<file path="src/rtl/core_pkg.sv">
// Shared RV32I decode constants, ALU/write-back encodings and the ID/EX control bundle.
package core_pkg;

  localparam logic [6:0] OPCODE_LUI      = 7'b0110111;
  localparam logic [6:0] OPCODE_AUIPC    = 7'b0010111;
  localparam logic [6:0] OPCODE_JAL      = 7'b1101111;
  localparam logic [6:0] OPCODE_JALR     = 7'b1100111;
  localparam logic [6:0] OPCODE_BRANCH   = 7'b1100011;
  localparam logic [6:0] OPCODE_LOAD     = 7'b0000011;
  localparam logic [6:0] OPCODE_STORE    = 7'b0100011;
  localparam logic [6:0] OPCODE_OP_IMM   = 7'b0010011;
  localparam logic [6:0] OPCODE_OP       = 7'b0110011;
  localparam logic [6:0] OPCODE_MISC_MEM = 7'b0001111;
  localparam logic [6:0] OPCODE_SYSTEM   = 7'b1110011;

  typedef enum logic [3:0] {
    AluAdd, AluSub, AluSll, AluSlt, AluSltu, AluXor, AluSrl, AluSra, AluOr, AluAnd
  } alu_op_e;

  localparam logic [1:0] MEM_TO_REG_ALU = 2'd0;
  localparam logic [1:0] MEM_TO_REG_MEM = 2'd1;
  localparam logic [1:0] MEM_TO_REG_PC4 = 2'd2;

  typedef struct packed {
    alu_op_e    alu_op;
    logic       alu_src;
    logic       mem_read;
    logic       mem_write;
    logic       branch;
    logic       reg_write;
    logic [1:0] mem_to_reg;
    logic       illegal;
  } ctrl_t;

endpackage

</file>
<file path="src/rtl/control_unit.sv">
// Main RV32I control decoder; opcodes outside the base set raise illegal with side effects off.
module control_unit
  import core_pkg::*;
(
  input  logic [6:0] opcode,
  input  logic [2:0] funct3,
  input  logic       funct7_b5,
  output ctrl_t      ctrl
);

  alu_op_e arith_op;

  always_comb begin
    case (funct3)
      3'b000:  arith_op = (opcode == OPCODE_OP && funct7_b5) ? AluSub : AluAdd;
      3'b001:  arith_op = AluSll;
      3'b010:  arith_op = AluSlt;
      3'b011:  arith_op = AluSltu;
      3'b100:  arith_op = AluXor;
      3'b101:  arith_op = funct7_b5 ? AluSra : AluSrl;
      3'b110:  arith_op = AluOr;
      default: arith_op = AluAnd;
    endcase
  end

  always_comb begin
    ctrl        = '0;
    ctrl.alu_op = AluAdd;
    case (opcode)
      OPCODE_LUI, OPCODE_AUIPC: begin
        ctrl.alu_src   = 1'b1;
        ctrl.reg_write = 1'b1;
      end
      OPCODE_JAL, OPCODE_JALR: begin
        ctrl.alu_src    = 1'b1;
        ctrl.reg_write  = 1'b1;
        ctrl.mem_to_reg = MEM_TO_REG_PC4;
      end
      OPCODE_BRANCH: begin
        ctrl.branch = 1'b1;
        ctrl.alu_op = funct3[2] ? (funct3[1] ? AluSltu : AluSlt) : AluSub;
      end
      OPCODE_LOAD: begin
        ctrl.alu_src    = 1'b1;
        ctrl.mem_read   = 1'b1;
        ctrl.reg_write  = 1'b1;
        ctrl.mem_to_reg = MEM_TO_REG_MEM;
      end
      OPCODE_STORE: begin
        ctrl.alu_src   = 1'b1;
        ctrl.mem_write = 1'b1;
      end
      OPCODE_OP_IMM: begin
        ctrl.alu_src   = 1'b1;
        ctrl.reg_write = 1'b1;
        ctrl.alu_op    = arith_op;
      end
      OPCODE_OP: begin
        ctrl.reg_write = 1'b1;
        ctrl.alu_op    = arith_op;
      end
      OPCODE_MISC_MEM, OPCODE_SYSTEM: ;
      default: ctrl.illegal = 1'b1;
    endcase
  end

endmodule

</file>
<file path="src/rtl/id_hazard_unit.sv">
// Load-use hazard detection against the ID/EX slot and write-back bypass selects.
module id_hazard_unit
  import core_pkg::*;
(
  input  logic [6:0] opcode,
  input  logic [4:0] rs1,
  input  logic [4:0] rs2,
  input  logic       ex_valid,
  input  logic       ex_mem_read,
  input  logic [4:0] ex_rd,
  input  logic       wb_we,
  input  logic [4:0] wb_rd,
  output logic       hazard,
  output logic       byp_rs1,
  output logic       byp_rs2
);

  logic use_rs1, use_rs2;

  always_comb begin
    use_rs1 = !(opcode inside {OPCODE_LUI, OPCODE_AUIPC, OPCODE_JAL});
    use_rs2 = opcode inside {OPCODE_OP, OPCODE_STORE, OPCODE_BRANCH};
    hazard  = ex_valid && ex_mem_read && (ex_rd != 5'd0) &&
              ((use_rs1 && (rs1 == ex_rd)) || (use_rs2 && (rs2 == ex_rd)));
    byp_rs1 = wb_we && (wb_rd != 5'd0) && (wb_rd == rs1);
    byp_rs2 = wb_we && (wb_rd != 5'd0) && (wb_rd == rs2);
  end

endmodule

</file>
<file path="src/rtl/immediate_generator.sv">
// Builds the sign-extended immediate for each RV32I instruction format.
module immediate_generator
  import core_pkg::*;
#(
  parameter int unsigned XLEN = 32
) (
  input  logic [31:0]     instruction,
  output logic [XLEN-1:0] imm
);

  logic [31:0] imm32;

  always_comb begin
    case (instruction[6:0])
      OPCODE_OP_IMM, OPCODE_LOAD, OPCODE_JALR, OPCODE_MISC_MEM, OPCODE_SYSTEM:
        imm32 = {{20{instruction[31]}}, instruction[31:20]};
      OPCODE_STORE:
        imm32 = {{20{instruction[31]}}, instruction[31:25], instruction[11:7]};
      OPCODE_BRANCH:
        imm32 = {{19{instruction[31]}}, instruction[31], instruction[7], instruction[30:25],
                 instruction[11:8], 1'b0};
      OPCODE_LUI, OPCODE_AUIPC:
        imm32 = {instruction[31:12], 12'b0};
      OPCODE_JAL:
        imm32 = {{11{instruction[31]}}, instruction[31], instruction[19:12], instruction[20],
                 instruction[30:21], 1'b0};
      default: imm32 = '0;
    endcase
  end

  assign imm = XLEN'($signed(imm32));

endmodule

</file>
<file path="src/rtl/id_stage_pipe.sv">
// Registered ID stage: decode, register read with WB bypass, load-use bubbles and flush.
// Define ID_TRACE_EN to print a trace line per accepted instruction and per bubble.
module id_stage_pipe
  import core_pkg::*;
#(
  parameter int unsigned XLEN  = 32,
  parameter int unsigned CNT_W = 16
) (
  input  logic             clk,
  input  logic             rst_n,
  input  logic             flush_i,
  input  logic             in_valid_i,
  output logic             in_ready_o,
  input  logic [XLEN-1:0]  pc_i,
  input  logic [31:0]      instruction_i,
  output logic [4:0]       rs1_addr_rf_o,
  output logic [4:0]       rs2_addr_rf_o,
  input  logic [XLEN-1:0]  rs1_data_i,
  input  logic [XLEN-1:0]  rs2_data_i,
  input  logic             wb_we_i,
  input  logic [4:0]       wb_rd_i,
  input  logic [XLEN-1:0]  wb_data_i,
  output logic             ex_valid_o,
  input  logic             ex_ready_i,
  output logic [XLEN-1:0]  pc_ex_o,
  output logic [XLEN-1:0]  operand_a_ex_o,
  output logic [XLEN-1:0]  operand_b_ex_o,
  output logic [XLEN-1:0]  immediate_ex_o,
  output logic [4:0]       rs1_addr_ex_o,
  output logic [4:0]       rs2_addr_ex_o,
  output logic [4:0]       rd_addr_ex_o,
  output logic [2:0]       funct3_ex_o,
  output logic [6:0]       funct7_ex_o,
  output logic [6:0]       opcode_ex_o,
  output logic [3:0]       alu_op_ex_o,
  output logic             alu_src_ex_o,
  output logic             mem_read_ex_o,
  output logic             mem_write_ex_o,
  output logic             branch_ex_o,
  output logic             reg_write_ex_o,
  output logic [1:0]       mem_to_reg_ex_o,
  output logic             illegal_ex_o,
  output logic [CNT_W-1:0] bubble_cnt_o
);

  logic [6:0]      opcode;
  logic [4:0]      rs1, rs2, rd;
  logic [XLEN-1:0] imm, rs1_val, rs2_val, op_a;
  ctrl_t           ctrl_dec;
  logic            hazard, byp_rs1, byp_rs2, fire_in, fire_out;

  logic             ex_valid_q, ex_valid_d;
  ctrl_t            ctrl_q, ctrl_d;
  logic [CNT_W-1:0] cnt_q, cnt_d;
  logic [XLEN-1:0]  pc_q, op_a_q, op_b_q, imm_q;
  logic [4:0]       rs1_q, rs2_q, rd_q;
  logic [2:0]       funct3_q;
  logic [6:0]       funct7_q, opcode_q;

  assign opcode = instruction_i[6:0];
  assign rd     = instruction_i[11:7];
  assign rs1    = instruction_i[19:15];
  assign rs2    = instruction_i[24:20];

  control_unit u_control_unit (
    .opcode    (opcode),
    .funct3    (instruction_i[14:12]),
    .funct7_b5 (instruction_i[30]),
    .ctrl      (ctrl_dec)
  );

  immediate_generator #(.XLEN(XLEN)) u_immediate_generator (
    .instruction (instruction_i),
    .imm         (imm)
  );

  id_hazard_unit u_id_hazard_unit (
    .opcode      (opcode),
    .rs1         (rs1),
    .rs2         (rs2),
    .ex_valid    (ex_valid_q),
    .ex_mem_read (ctrl_q.mem_read),
    .ex_rd       (rd_q),
    .wb_we       (wb_we_i),
    .wb_rd       (wb_rd_i),
    .hazard      (hazard),
    .byp_rs1     (byp_rs1),
    .byp_rs2     (byp_rs2)
  );

  // Bypass beats the x0 check only because byp_* already excludes wb_rd == 0.
  always_comb begin
    rs1_val = byp_rs1 ? wb_data_i : ((rs1 == 5'd0) ? '0 : rs1_data_i);
    rs2_val = byp_rs2 ? wb_data_i : ((rs2 == 5'd0) ? '0 : rs2_data_i);
    if (opcode == OPCODE_LUI)        op_a = '0;
    else if (opcode == OPCODE_AUIPC) op_a = pc_i;
    else                             op_a = rs1_val;
  end

  assign in_ready_o = rst_n && !flush_i && !hazard && (!ex_valid_q || ex_ready_i);
  assign fire_in    = in_valid_i && in_ready_o;
  assign fire_out   = ex_valid_q && ex_ready_i;

  always_comb begin
    ex_valid_d = ex_valid_q;
    ctrl_d     = ctrl_q;
    cnt_d      = cnt_q;
    if (flush_i) begin
      ex_valid_d = 1'b0;
      ctrl_d     = '0;
    end else if (fire_in) begin
      ex_valid_d = 1'b1;
      ctrl_d     = ctrl_dec;
    end else if (fire_out) begin
      ex_valid_d = 1'b0;
      ctrl_d     = '0;
      if (hazard && (cnt_q != {CNT_W{1'b1}})) cnt_d = cnt_q + 1'b1;
    end
  end

  always_ff @(posedge clk) begin
    if (!rst_n) begin
      ex_valid_q <= 1'b0;
      ctrl_q     <= '0;
      cnt_q      <= '0;
      pc_q       <= '0;
      op_a_q     <= '0;
      op_b_q     <= '0;
      imm_q      <= '0;
      rs1_q      <= '0;
      rs2_q      <= '0;
      rd_q       <= '0;
      funct3_q   <= '0;
      funct7_q   <= '0;
      opcode_q   <= '0;
    end else begin
      ex_valid_q <= ex_valid_d;
      ctrl_q     <= ctrl_d;
      cnt_q      <= cnt_d;
      if (fire_in) begin
        pc_q     <= pc_i;
        op_a_q   <= op_a;
        op_b_q   <= rs2_val;
        imm_q    <= imm;
        rs1_q    <= rs1;
        rs2_q    <= rs2;
        rd_q     <= rd;
        funct3_q <= instruction_i[14:12];
        funct7_q <= instruction_i[31:25];
        opcode_q <= opcode;
      end
    end
  end

`ifdef ID_TRACE_EN
  always_ff @(posedge clk) begin
    if (rst_n && !flush_i) begin
      if (fire_in && opcode == OPCODE_LUI) begin
        $display("[ID] pc=%h instr=%h opcode=%b rd=x%0d value=%h", pc_i, instruction_i, opcode,
                 rd, imm);
      end else if (fire_in) begin
        $display("[ID] pc=%h instr=%h opcode=%b rd=x%0d", pc_i, instruction_i, opcode, rd);
      end else if (fire_out && hazard) begin
        $display("[ID] load-use bubble load_rd=x%0d rs1=x%0d rs2=x%0d", rd_q, rs1, rs2);
      end
    end
  end
`else
  // Trace disabled: nothing simulation-only is elaborated.
`endif

  assign ex_valid_o      = ex_valid_q;
  assign pc_ex_o         = pc_q;
  assign operand_a_ex_o  = op_a_q;
  assign operand_b_ex_o  = op_b_q;
  assign immediate_ex_o  = imm_q;
  assign rs1_addr_ex_o   = rs1_q;
  assign rs2_addr_ex_o   = rs2_q;
  assign rd_addr_ex_o    = rd_q;
  assign funct3_ex_o     = funct3_q;
  assign funct7_ex_o     = funct7_q;
  assign opcode_ex_o     = opcode_q;
  assign alu_op_ex_o     = ctrl_q.alu_op;
  assign alu_src_ex_o    = ctrl_q.alu_src;
  assign mem_read_ex_o   = ctrl_q.mem_read;
  assign mem_write_ex_o  = ctrl_q.mem_write;
  assign branch_ex_o     = ctrl_q.branch;
  assign reg_write_ex_o  = ctrl_q.reg_write;
  assign mem_to_reg_ex_o = ctrl_q.mem_to_reg;
  assign illegal_ex_o    = ctrl_q.illegal;
  assign bubble_cnt_o    = cnt_q;
  assign rs1_addr_rf_o   = rs1;
  assign rs2_addr_rf_o   = rs2;

endmodule

</file>
<file path="config.mk">
export PLATFORM = sky130hd
export DESIGN_NAME = id_stage_pipe
export DESIGN_NICKNAME = d
export VERILOG_FILES = /design/src/rtl/core_pkg.sv /design/src/rtl/control_unit.sv /design/src/rtl/id_hazard_unit.sv /design/src/rtl/immediate_generator.sv /design/src/rtl/id_stage_pipe.sv
export SDC_FILE = /design/constraint.sdc
export NUM_CORES = 1
export LEC_CHECK = 0
export ABC_AREA = 0
export CAP_MARGIN = 20
export CORE_MARGIN = 2
export CORE_UTILIZATION = 44
export DETAILED_ROUTE_END_ITERATION = 6
export GPL_TIMING_DRIVEN = 0
export PLACE_DENSITY = 0.82
export SLEW_MARGIN = 10
export SYNTH_ARGS = -nofsm -noshare
export SYNTH_HDL_FRONTEND = slang
export SYNTH_HIERARCHICAL = 1
export SYNTH_SLANG_ARGS = --single-unit
</file>
<file path="constraint.sdc">
create_clock -name clk -period 3.55 [get_ports clk]
set_clock_uncertainty 0.05 [all_clocks]
set_input_delay 0.5325 -clock clk [delete_from_list [all_inputs] [get_ports clk]]
set_output_delay 0.5325 -clock clk [all_outputs]
set_load 0.02 [all_outputs]
</file>
### Word level (Yosys, flattened, before mapping)

Index checks and enable logic that the tools add are counted.
Widths: inputs -> output; s select.

* register bits after elaboration: 189
* input bits: 171
* output and inout bits: 200
* logic and storage cells: 108

* add/sub/neg operators: 1
* equal/unequal tests: 22
* multiplexer cells: 24
* bitwise operators: 3
* reduce and logical (&&, ||, !) cells: 38

Operators with widths (count)
* $mux 32: 6
* $pmux 32 s5: 1
* $eq 7x7->1 const B: 4
* $pmux 4 s7: 1
* $mux 12: 2
* $eq 7x6->1 const B: 3
* $eq 5x5->1: 4
* $add 16x1->16 const B: 1
* $ne 16x16->1 const B: 1
* $logic_and 1x1->1: 15
* $eq 7x5->1 const B: 2
* $reduce_or 7->1: 2
* $reduce_or 11->1: 1
* $logic_not 5->1: 2
* $mux 1: 10
* $reduce_bool 5->1: 2
* $eq 3x3->1 const B: 3
* $pmux 4 s2: 1
* $reduce_or 2->1: 4
* $eq 7x2->1 const B: 1
* $eq 7x4->1 const B: 1
* $eq 3x2->1 const B: 2
* $reduce_bool 3->1: 2
* $reduce_or 5->1: 1
* other kinds (10): 16

### Logic depth before layout (Yosys ltp)

Gate-level depths: netlist of the first run.

* word-level depth: 12
* depth in mapped cells: 10
* gate-level depth less buffers: 8

### Modules after synthesis

The synthesis of the first run kept the hierarchy.

Modules (own cells, without submodules)
* id_stage_pipe: instances 1, cells an instance 930, area each 7955.1 um^2, sequential area each 3783.6 um^2
* immediate_generator: instances 1, cells an instance 82, area each 563.0 um^2, sequential area each 0.0 um^2
* control_unit: instances 1, cells an instance 53, area each 322.8 um^2, sequential area each 0.0 um^2
* id_hazard_unit: instances 1, cells an instance 39, area each 300.3 um^2, sequential area each 0.0 um^2

### Worst setup path after synthesis of the first run

No wires, ideal clock.

* path type: input -> register
* from: in instruction_i[3]
* to: reg cnt_q[13] (netlist: bubble_cnt_o[13])
* setup time: 70 ps
* data arrival time: 2720 ps
* data required time: 3430 ps
* slack: 710 ps
* stages on the path: 9
* path buffers: 1
* path through: nor3b_2 nand4_1 or4_1 a21oi_1 and4b_1 buf_2 nand4_1 or4_1 a21oi_1

* longest elaborated chain between the ends: 12
* elaborated cells on any way between the ends: 20
* those cells by class: eq/ne: 6; bitwise: 1; reduce/logical: 13

Ends and longest elaborated chain
* from (decl): RTL line id_stage_pipe.sv:15 `input logic [31:0] instruction_i,`
* $eq 7x6->1, or another cell as far along: RTL line id_hazard_unit.sv:21 `use_rs1 = !(opcode inside {OPCODE_LUI, OPCODE_AUIPC, OPCODE_JAL});`
* $reduce_bool 3->1: RTL line id_hazard_unit.sv:21
* $logic_not 1->1: RTL line id_hazard_unit.sv:21
* $logic_and 1x1->1: RTL line id_hazard_unit.sv:24 `((use_rs1 && (rs1 == ex_rd)) || (use_rs2 && (rs2 == ex_rd)));`
* $logic_or 1x1->1 (*): RTL line id_hazard_unit.sv:24
* $logic_and 1x1->1 (*): RTL line id_hazard_unit.sv:23 `hazard = ex_valid && ex_mem_read && (ex_rd != 5'd0) &&`
* net hazard: RTL line id_stage_pipe.sv:50 `logic hazard, byp_rs1, byp_rs2, fire_in, fire_out;`
* $logic_not 1->1: RTL line id_stage_pipe.sv:100 `assign in_ready_o = rst_n && !flush_i && !hazard && (!ex_valid_q || ex_ready_i);`
* $logic_and 1x1->1 (2 in series): RTL line id_stage_pipe.sv:100
* $logic_and 1x1->1: RTL line id_stage_pipe.sv:101 `assign fire_in = in_valid_i && in_ready_o;`
* $not 1->1 (no source line)
* $reduce_and 4->1 (no source line) (*)
* to (signal assigned): RTL line id_stage_pipe.sv:139 `cnt_q <= cnt_d;`
* to (decl): RTL line id_stage_pipe.sv:54 `logic [CNT_W-1:0] cnt_q, cnt_d;`

The timed path passes the listed nets; every way through them passes the cells marked *.
A chain may end at the register's enable or synchronous reset.

### Final worst setup path of the first run

* from: in instruction_i[6]
* to: out in_ready_o

* longest elaborated chain between the ends: 9
* elaborated cells on any way between the ends: 16
* those cells by class: eq/ne: 6; reduce/logical: 10

Ends and longest elaborated chain
* $eq 7x6->1, or another cell as far along: RTL line id_hazard_unit.sv:21
* $reduce_bool 3->1: RTL line id_hazard_unit.sv:21
* $logic_not 1->1: RTL line id_hazard_unit.sv:21
* $logic_and 1x1->1: RTL line id_hazard_unit.sv:24
* $logic_or 1x1->1 (*): RTL line id_hazard_unit.sv:24
* $logic_and 1x1->1 (*): RTL line id_hazard_unit.sv:23
* net hazard: RTL line id_stage_pipe.sv:50
* $logic_not 1->1 (*): RTL line id_stage_pipe.sv:100
* $logic_and 1x1->1 (*) (2 in series): RTL line id_stage_pipe.sv:100
* to (decl): RTL line id_stage_pipe.sv:13 `output logic in_ready_o,`

Marked as above.

==> results by group, run 1 <==
Floorplan
  – Core area: 20300 µm²
  – Die H: 148 µm
  – Initial core utilization: 45.0%
  – # rows: 52
  – Ports: 371
  – Die Wd: 148 µm
  – Die area: 21900 µm²

STA
  – Final Hold Vio Count: 0
  – RSZ-0062 raised after global routing: false
  – Worst-Margin Slew: 1.12 ns
  – Fmax: 291 MHz
  – Setup-failing EPs final: 0
  – Min cycle time layout: 3.43 ns
  – Fin worst setup slack: 0.116 ns
  – Final slew viol count: 0
  – Slew margin rel.: 24.8%
  – Tcrit/Tclk final: 96.7%

Global route
  – Number of global-route vias before repair: 9744
  – All-Layer GR Usage: 32.9%
  – Total congestion overflow: 0
  – Global-route wire length before repair: 55600 µm
  – Initial antenna violation count: 0
  – Largest net degree at the start of global routing: 19

Synth
  – Post-synthesis sequential area ratio: 41.4%
  – Commonest cells in the netlist: 220 x nand2_1, 189 x dfxtp_1, 149 x a21oi_1
  – Largest area contributor in the netlist: dfxtp_1
  – Syn. warnings: 6
  – Number of flops mapped to enable cells by yosys: 0
  – Synth top area share: 41.4%
  – Dominant cells by area after synthesis: dfxtp_1 41%, nand2_1 9.0%, a21oi_1 8.2%
  – Avg Cell Area, Syn: 8.28 µm²
  – Most numerous cell in the Yosys netlist: nand2_1
  – Syn nets: 1276
  – Ys flop type: dfxtp_1
  – Cells after synthesis: 1104
  – Synthesized cell area: 9140 µm²
  – Async SR Flop Fraction: 0%
  – Distinct cell type count after synthesis: 67
  – FF+latch count, synth: 189

Pwr
  – PwrDens: 367 nW/µm²
  – Pwr Total: 5.05 mW
  – P_leak: 4.97 nW
  – Max IR drop VDD: 0.334 mV

Clock network
  – Clock sink count: 189
  – Clk buf depth: 2
  – Clock Latency Late Sink: 0.44 ns
  – Post-CTS Hold Buffers: 0
  – Root Driver: clkbuf_16
  – Reg clk slew, reported paths: 0.08 ns
  – CTS tree: built
  – Post-CTS Setup Repair Bufs: 0
  – Number of H-tree levels: 4
  – Clock buffer count from CTS: 17

Place
  – HPWL after detailed placement: 28500 µm
  – Pre-CTS setup slack: -0.636 ns
  – GP Congestion: 0.939
  – Port Buffers: 369

Setup path
  – WP data required: 2.97 ns
  – Crit-path cells: clkdlybuf4s50_1, nand2_1, nand3_1, or4_1, a21oi_4, nor3_1, clkdlybuf4s50_1
  – Slowest stage delay, CP: 0.59 ns
  – Most frequent CP cell: clkdlybuf4s50_1
  – Worst Setup Path Type: in2out
  – Worst-path fanout max: 9
  – Slowest stage cell on the critical path: clkdlybuf4s50_1
  – Crit start category: input port
  – CP Capture Type: output port
  – Critical path arrival: 2.85 ns

Drt
  – Vias per cell: 5.76
  – DRC: 0
  – Initial DRC count: 689
  – Routed WL: 37000 µm
  – DR vias: 10234
  – Final ANT Viol Nets: 0
  – Routed WL per cell: 20.8 µm
  – DRT Pass-1 Iters: 5

Cells and area
  – Final nets: 1664
  – Fillers: 1687
  – Layout cells sized above 1: 9.97%
  – Layout overhead on the synthesized area: 50.6%

Hold path
  – HP Class: in2reg

Job
  – # Max-Cap Violations: 0

Status
  – Status: completed
-- state kept, by name, summed over array words and instances (netlist names) --
name	flops
operand_a_ex_o	32
ex_valid_o	1
branch_ex_o	1
rs1_addr_ex_o	5
alu_op_ex_o	4
pc_ex_o	32
funct7_ex_o	7
bubble_cnt_o	16
illegal_ex_o	1
rs2_addr_ex_o	5
immediate_ex_o	32
mem_write_ex_o	1
mem_to_reg_ex_o	2
operand_b_ex_o	32
alu_src_ex_o	1
opcode_ex_o	7
rd_addr_ex_o	5
reg_write_ex_o	1
funct3_ex_o	3
mem_read_ex_o	1
-- through the flow --
stage / TNS [ns] / util (%) / cells / instance area [µm²] / hold slack, ns
final: 0 / 67.8 / 1776 / 13800 / 0.354
after global routing: 0 / 67.8 / 1775 / 13800 / 0.356
after CTS: 0 / 67.7 / 1775 / 13800 / 0.341
after detailed placement: -73.09 / 64.9 / 1743 / 13200 / 0.396
after global placement: -66.04 / 64.9 / 1743 / 13200 / 0.390
after floorplan: 0 / - / 1104 / 9140 / 0.483
-- kinds of logic (layout without fill, tap and decap cells) --
kind of cell	count (synthesis)	after routing	share of synthesized area, %
muxes	9	9	0.986
and+or+nand+nor	409	409	20.4
other	0	1	0
xor gates and xnor gates	21	21	2.01
buffers and inverters	117	518	6.52
AOI/OAI and AO/OA	358	358	28.6
DFF	189	189	41.4
adders and majority gates	1	1	0.137
-- cells in the final DEF, fill, tap and decap left out, types with 13 or more instances in the layout --
cell type          n
a21o_1            20
clkbuf_16         17
nand2_1          220
dfxtp_1          189
nor2_1            62
a22oi_1           13
a21oi_1          147
clkbuf_1          58
nand3_1           44
o21ai_0           41
buf_2             29
o31ai_2           32
a221oi_1          44
a221oi_2          20
clkdlybuf4s50_1  362
-- path summary, 6_finish.rpt --
path	to	cells past startpoint	slack, ns	startpoint
worst min-delay path	bubble_cnt_o[3]	3	0.35	rst_n
worst max register to register	pc_ex_o[9]	8	0.24	rd_addr_ex_o[2]
worst max-delay path	in_ready_o	7	0.12	instruction_i[6]
worst min register to register	opcode_ex_o[4]	2	0.40	opcode_ex_o[4]
-- area by class of cell --
| cell class | instances | area (µm²) | share of cell area, % |
|---|---|---|---|
| inverter | 8 | 30.0 | 0.218 |
| tap | 270 | 338 | 2.45 |
| multi-input combinational | 798 | 4780 | 34.7 |
| clock buffer | 18 | 429 | 3.12 |
| antenna | 1 | 2.50 | 0.0182 |
| buffer | 109 | 566 | 4.11 |
| sequential | 189 | 3780 | 27.5 |
| timing repair buffer | 369 | 3690 | 26.8 |
| clock inverter | 14 | 145 | 1.05 |
-- critical path: cells and delay by family --
| family | cells | cell delay [ns] |
|---|---|---|
| AO/OA/AOI/OAI | 1 | 0.24 |
| AND/OR/NAND/NOR | 4 | 0.93 |
| buffers and inverters | 2 | 1.15 |
-- power breakdown --
group,leakage (nW),total (mW),switching (mW),internal (mW)
clock network,0.278,1.93,0.935,0.995
logic,3.15,0.888,0.470,0.418
registers,1.53,2.23,0.0425,2.18
total,4.97,5.05,1.45,3.60
-- metal layers --
metal / GRT usage [%] / vias to the layer above / wire, µm
li1: - / 4754 / -
met2: 54.0 / 496 / 17500
met1: 40.5 / 4887 / 14700
met4: 15.6 / 0 / 1610
met5: 0 / - / 0
met3: 8.28 / 97 / 3180
-- timing repair --
| item | 4_1_cts | 5_1_grt |
|---|---|---|
| gates resized for setup | 7 | 3 |
| pin swaps | 0 | 0 |
| endpoints found under the setup margin | 85 | 13 |
| endpoints found under the hold margin | 0 | 0 |
(Power assumes the default switching activity.)
==> inputs of run 2 (changes only) <==
--- a/config.mk
+++ b/config.mk
@@ -9,8 +9,11 @@
 export CAP_MARGIN = 20
 export CORE_MARGIN = 2
 export CORE_UTILIZATION = 44
+export CTS_CLUSTER_DIAMETER = 100
 export DETAILED_ROUTE_END_ITERATION = 6
+export GPL_ROUTABILITY_DRIVEN = 0
 export GPL_TIMING_DRIVEN = 0
+export HOLD_SLACK_MARGIN = 0.15
 export PLACE_DENSITY = 0.82
 export SLEW_MARGIN = 10
 export SYNTH_ARGS = -nofsm -noshare
==> run 2 against run 1 <==
  * Highest routed layer unchanged
  * Hold slack improved by 0.00078 ns
  * Design area about the same
  * Critical path type unchanged
  * Combinational power increased by 0.5%
  * Worst setup slack improved by 0.025 ns
  * Maximum frequency increased by 0.74%
  * Largest cell class unchanged
  * Clock power decreased by 2%
  * Critical path depth decreased by 1
==> results by group, run 2 (same netlist as run 1, synthesis figures left out) <==
STA
  – Final slew viol count: 0 (unchanged)
  – Setup-failing EPs final: 0 (unchanged)
  – Fmax: 293 MHz (+0.74%)
  – Worst-Margin Slew: 1.08 ns (-0.0361 ns)
  – RSZ-0062 raised after global routing: false
  – Final Hold Vio Count: 0 (unchanged)
  – Tcrit/Tclk final: 96.0% (-0.71 points)
  – Hold WS: 0.355 ns (+0.000782 ns)
  – Slew margin rel.: 27.2% (+2.4 points)
  – Min cycle time layout: 3.41 ns (-0.0251 ns)

Pwr
  – Max IR drop VDD: 0.330 mV (-1.1%)
  – Comb pwr share: 17.8% (+0.2 points)
  – Pwr Total: 5.01 mW (-0.67%)
  – P_leak: 4.99 nW (+0.40%)
  – Power share of the clock group: 37.8% (-0.5 points)
  – Internal Power: 3.57 mW (-0.85%)
  – PwrDens: 364 nW/µm² (-0.76%)
  – Flop pwr share: 44.4% (+0.3 points)
  – Sw frac: 28.8% (+0.13 points)
  – Sw Pwr: 1.44 mW (-0.23%)

Cells and area
  – Commonest non-fill, non-tap cell in the layout: clkdlybuf4s50_1
  – Most frequent cells in the layout: 361 x clkdlybuf4s50_1, 220 x nand2_1, 189 x dfxtp_1, 147 x a21oi_1, 62 x nor2_1
  – Layout cells sized above 1: 10.1% (+0.13 points)
  – FF/Latch Area: 3780 µm² (unchanged)
  – Final instance area: 13800 µm² (about the same)
  – Final nets: 1664 (unchanged)
  – Final core utilization: 67.9% (about the same)
  – Fillers: 1717 (+1.8%)
  – Layout overhead on the synthesized area: 50.7% (about the same)
  – Area of the multi-input gates: 4780 µm² (unchanged)
  – Non-Filler Instances: 1776 (unchanged)

Status
  – Status: completed

Setup path
  – Crit start category: input port
  – Crit-path leading delay family: buffers and inverters
  – Crit-path cells: clkdlybuf4s50_1, xor2_1, or4_1, a21oi_4, nor3_1, clkdlybuf4s50_1
  – Slowest stage delay, CP: 0.61 ns (+0.02 ns)
  – Worst Setup Path Type: in2out
  – WP buf/inv: 2 (unchanged)
  – Slowest stage cell on the critical path: clkdlybuf4s50_1
  – CP Capture Type: output port
  – Most frequent CP cell: clkdlybuf4s50_1
  – Worst-path fanout max: 7 (-2)
  – WP data required: 2.97 ns (about the same)
  – Critical path arrival: 2.83 ns (-0.02 ns)

Global route
  – Number of global-route vias before repair: 9920 (+1.8%)
  – Initial antenna violation count: 1 (+1)
  – Grt peak-use layer: met2
  – Global-route wire length before repair: 55700 µm (+0.17%)
  – GR Layer Usage met3: 8.01% (-0.28 points)
  – All-Layer GR Usage: 32.9% (about the same)
  – Met1 GRT Util: 40.6% (+0.11 points)
  – Met2 Usage GRT: 53.6% (-0.39 points)
  – Total congestion overflow: 0 (unchanged)
  – Largest net degree at the start of global routing: 19 (unchanged)

Clock network
  – Clock buffer count from CTS: 17 (unchanged)
  – Post-CTS Hold Buffers: 0 (unchanged)
  – Root Driver: clkbuf_16
  – Reg clk slew, reported paths: 0.08 ns (about the same)
  – CTS tree: built
  – Clock sink count: 189 (unchanged)
  – Clock Latency Late Sink: 0.44 ns (about the same)
  – Clk buf depth: 2 (unchanged)
  – Number of H-tree levels: 4 (unchanged)

Drt
  – DR vias: 10287 (+0.52%)
  – Initial DRC count: 917 (+33%)
  – Vias per cell: 5.79 (+0.52%)
  – Routed WL: 37200 µm (+0.51%)
  – DRT Pass-1 Iters: 6 (+1)
  – Final ANT Viol Nets: 0 (unchanged)
  – Routed WL per cell: 20.9 µm (+0.51%)
  – DRC: 0 (unchanged)

Floorplan
  – Die area: 21900 µm² (unchanged)
  – Die Wd: 148 µm (unchanged)
  – # rows: 52 (unchanged)
  – Die H: 148 µm (unchanged)
  – Ports: 371 (unchanged)
  – Initial core utilization: 45.0% (unchanged)
  – Core area: 20300 µm² (unchanged)

Place
  – Area after DPL: 13200 µm² (unchanged)
  – Dpl cells: 1743 (unchanged)
  – HPWL after detailed placement: 28400 µm (-0.10%)
  – Port Buffers: 369 (unchanged)

Job
  – # Max-Cap Violations: 0 (unchanged)

Hold path
  – HP Class: in2reg
==> run 2: changes by cell type in the layout (fill, tap and decap cells not counted), moves of 2 or more <==
cell / previous run / this run
dlymetal6s2s_1: 2 / 4
clkinv_4: 2 / 6
inv_6: 5 / 1
clkbuf_1: 58 / 56
clkbuf_8: 0 / 2
==> run 2: final cells by class <==
cell class	instances	area share (%)
diodes	1	0.0182
clock buffers	19	3.29
flip-flops and latches	189	27.5
plain buffers	109	4.11
multi-input cells	798	34.7
clock inverters	13	0.917
well taps	270	2.45
repair buffers	369	26.8
inverters	8	0.218
==> run 2: path summary, 6_finish.rpt <==
kind	slack, ns	depth (start not counted)	startpoint	endpoint
worst min-delay path	0.35	3	rst_n	bubble_cnt_o[3]
worst max register to register	0.35	8	rd_addr_ex_o[2]	pc_ex_o[9]
worst min register to register	0.40	2	rs1_addr_ex_o[4]	rs1_addr_ex_o[4]
worst max-delay path	0.14	6	instruction_i[23]	in_ready_o
==> run 2: timing repair <==
action,4_1_cts,5_1_grt
buffers inserted,0,0
setup endpoints to repair,82,82
pin swaps,0,0
resized for setup,6,7
==> run 2: power by group through the flow <==
stage                     Combinational (mW)  Clock [mW]  Sequential (mW)
after floorplan                        0.302           0             2.35
after global placement                 0.870           0             2.27
after detailed placement               0.879           0             2.27
after CTS                              0.883        1.91             2.23
after global routing                   0.942        1.99             2.23
final                                  0.892        1.89             2.23
==> run 2: per-layer routing <==
| layer | routed length [µm] | share of wire, % |
|---|---|---|
| met4 | 1800 | 4.8 |
| met5 | 0 | 0 |
| met3 | 3390 | 9.1 |
| met2 | 17400 | 47 |
| met1 | 14500 | 39 |
==> run 2: per-stage QoR <==
stage / setup slack, ns / TNS (ns)
finish: 0.141 / 0
global route: 0.0359 / 0
CTS: 0.0189 / 0
detailed placement: -0.681 / -78.21
global placement: -0.601 / -70.21
floorplan: 0.710 / 0
==> run 2: worst register-to-register path, delay by kind of cell, from the launching register on <==
| family | cells | cell delay, ns |
|---|---|---|
| simple gates | 3 | 1.46 |
| buf+inv | 2 | 0.75 |
| flops | 1 | 0.37 |
| compound gates | 3 | 0.50 |
==> inputs of run 3 (changes only) <==
--- a/config.mk
+++ b/config.mk
@@ -7,7 +7,6 @@
 export LEC_CHECK = 0
 export ABC_AREA = 0
 export CAP_MARGIN = 20
-export CORE_MARGIN = 2
 export CORE_UTILIZATION = 44
 export CTS_CLUSTER_DIAMETER = 100
 export DETAILED_ROUTE_END_ITERATION = 6
@@ -20,3 +19,4 @@
 export SYNTH_HDL_FRONTEND = slang
 export SYNTH_HIERARCHICAL = 1
 export SYNTH_SLANG_ARGS = --single-unit
+export TNS_END_PERCENT = 5
==> run 3 against run 2 <==
  * Cell count grew 0.23%
  * Wire length grew 0.45%
  * Clock power grew 15%
  * Global-route usage grew 1.3 points
  * Utilization grew 0.41 points
  * Worst setup slack lost 0.044 ns
  * Combinational power is essentially flat
  * Sequential power is essentially flat
  * Power grew 5.5%
  * Non-clock buffer count is the same
  * Clock-buffer cell count is the same
  * Maximum frequency shrank 1.3%
  * Largest power group unchanged
  * Highest routed layer unchanged
==> results by group, run 3 (same netlist as run 1, synthesis figures left out) <==
STA
  – Fmax: 290 MHz (-1.3%)
  – Setup-failing EPs final: 0 (unchanged)
  – Min cycle time layout: 3.45 ns (+0.0438 ns)
  – Final Hold Vio Count: 0 (unchanged)
  – RSZ-0062 raised after global routing: false
  – Final slew viol count: 0 (unchanged)
  – Slew margin rel.: 24.8% (-2.4 points)
  – Worst-Margin Slew: 1.12 ns (+0.0362 ns)
  – Tcrit/Tclk final: 97.3% (+1.2 points)

Place
  – HPWL after detailed placement: 28300 µm (-0.48%)
  – Port Buffers: 369 (unchanged)
  – Area after DPL: 13200 µm² (unchanged)

Cells and area
  – Final nets: 1664 (unchanged)
  – Final instance area: 13900 µm² (+0.61%)
  – Fillers: 1679 (-2.2%)
  – FF/Latch Area: 3780 µm² (unchanged)
  – Layout overhead on the synthesized area: 51.6%
  – Layout cells sized above 1: 10.1% (unchanged)
  – Commonest non-fill, non-tap cell in the layout: clkdlybuf4s50_1
  – Most frequent cells in the layout: 362 x clkdlybuf4s50_1, 220 x nand2_1, 189 x dfxtp_1, 147 x a21oi_1, 62 x nor2_1
  – Final core utilization: 68.3% (+0.41 points)
  – Area of the multi-input gates: 4780 µm² (unchanged)

Clock network
  – CTS tree: built
  – Root Driver: clkbuf_16
  – Reg clk slew, reported paths: 0.07 ns (about the same)
  – Post-CTS Hold Buffers: 0 (unchanged)
  – Clk buf depth: 2 (unchanged)
  – Number of H-tree levels: 4 (unchanged)
  – Clock Latency Late Sink: 0.44 ns (about the same)
  – Clock sink count: 189 (unchanged)
  – Post-CTS Setup Repair Bufs: 0 (unchanged)
  – Clock buffer count from CTS: 17 (unchanged)

Drt
  – Vias per cell: 5.83 (+0.61%)
  – Routed WL per cell: 21.0 µm (+0.22%)
  – Routed WL: 37300 µm (+0.45%)
  – DRC: 0 (unchanged)
  – DR vias: 10373 (+0.84%)
  – DRT Pass-1 Iters: 6 (unchanged)
  – Final ANT Viol Nets: 0 (unchanged)
  – Initial DRC count: 826 (-9.9%)

Pwr
  – P_leak: 5.01 nW (+0.50%)
  – PwrDens: 382 nW/µm² (+4.9%)
  – Max IR drop VDD: 0.429 mV (+30%)

Job
  – # Max-Cap Violations: 0 (unchanged)

Global route
  – Global-route wire length before repair: 56400 µm (+1.4%)
  – Initial antenna violation count: 4 (+3)
  – Largest net degree at the start of global routing: 18 (-1)
  – Number of global-route vias before repair: 9881 (-0.39%)
  – Total congestion overflow: 0 (unchanged)
  – All-Layer GR Usage: 34.2% (+1.3 points)

Floorplan
  – Ports: 371 (unchanged)
  – Die area: 21400 µm² (-2.7%)
  – # rows: 52 (unchanged)
  – Initial core utilization: 45.0% (unchanged)
  – Die Wd: 146 µm (-1.4%)
  – Die H: 146 µm (-1.4%)
  – Core area: 20300 µm² (unchanged)

Status
  – Status: completed

Hold path
  – HP Class: in2reg

Setup path
  – Worst-path fanout max: 9 (+2)
  – WP data required: 2.97 ns (about the same)
  – Worst Setup Path Type: in2out
  – Critical path arrival: 2.87 ns (+0.04 ns)
  – Crit start category: input port
  – CP Capture Type: output port
-- run 3: cell type report --
type                    count  area share (%)
clock inverters            13            1.46
flip-flops and latches    189            27.3
multi-input cells         798            34.5
clock buffers              19            3.27
well taps                 270            2.44
repair buffers            369            26.7
plain buffers             109            4.09
inverters                   8           0.217
diodes                      5          0.0903
-- run 3: final timing paths --
kind | startpoint | to | slack, ns | cells after the start
worst min-delay path | rst_n | bubble_cnt_o[3] | 0.35 | 3
worst min register to register | opcode_ex_o[5] | opcode_ex_o[5] | 0.41 | 2
worst max-delay path | instruction_i[6] | in_ready_o | 0.1 | 7
worst max register to register | rd_addr_ex_o[2] | pc_ex_o[11] | 0.28 | 8
-- run 3: stage by stage --
step | TNS (ns) | power, mW | hold slack (ns) | std cells | worst slack [ns]
6_report | 0 | 5.29 | 0.354 | 1780 | 0.0969
5_1_grt | 0 | 5.43 | 0.357 | 1779 | 0.0222
4_1_cts | 0 | 5.28 | 0.344 | 1775 | 0.0120
3_5_place_dp | -81.45 | 3.15 | 0.396 | 1743 | -0.705
3_3_place_gp | -74.08 | 3.14 | 0.391 | 1743 | -0.610
2_1_floorplan | 0 | 2.65 | 0.483 | 1104 | 0.710
-- run 3: what timing repair did --
action | in CTS | in global routing
endpoints found under the setup margin | 106 | 90
hold endpoints to repair | 0 | 0
resized for setup | 6 | 6
-- run 3: where the power goes --
| group | total, mW | switching, mW | internal [mW] |
|---|---|---|---|
| clock | 2.17 | 0.928 | 1.24 |
| sequential | 2.22 | 0.0394 | 2.18 |
| combinational | 0.895 | 0.476 | 0.419 |
-- run 3: layer usage --
metal / GRT usage, % / wire length [µm]
met5: 0 / 0
met3: 8.31 / 3250
met2: 56.0 / 17500
met4: 16.3 / 1760
met1: 42.1 / 14800
-- run 3: critical path, cell delays in order --
cell and delay [ns]:
clkdlybuf4s50_1 0.58, nand2_1 0.18, nand3_1 0.09, or4_1 0.58, a21oi_4 0.25, nor3_1 0.09
clkdlybuf4s50_1 0.56
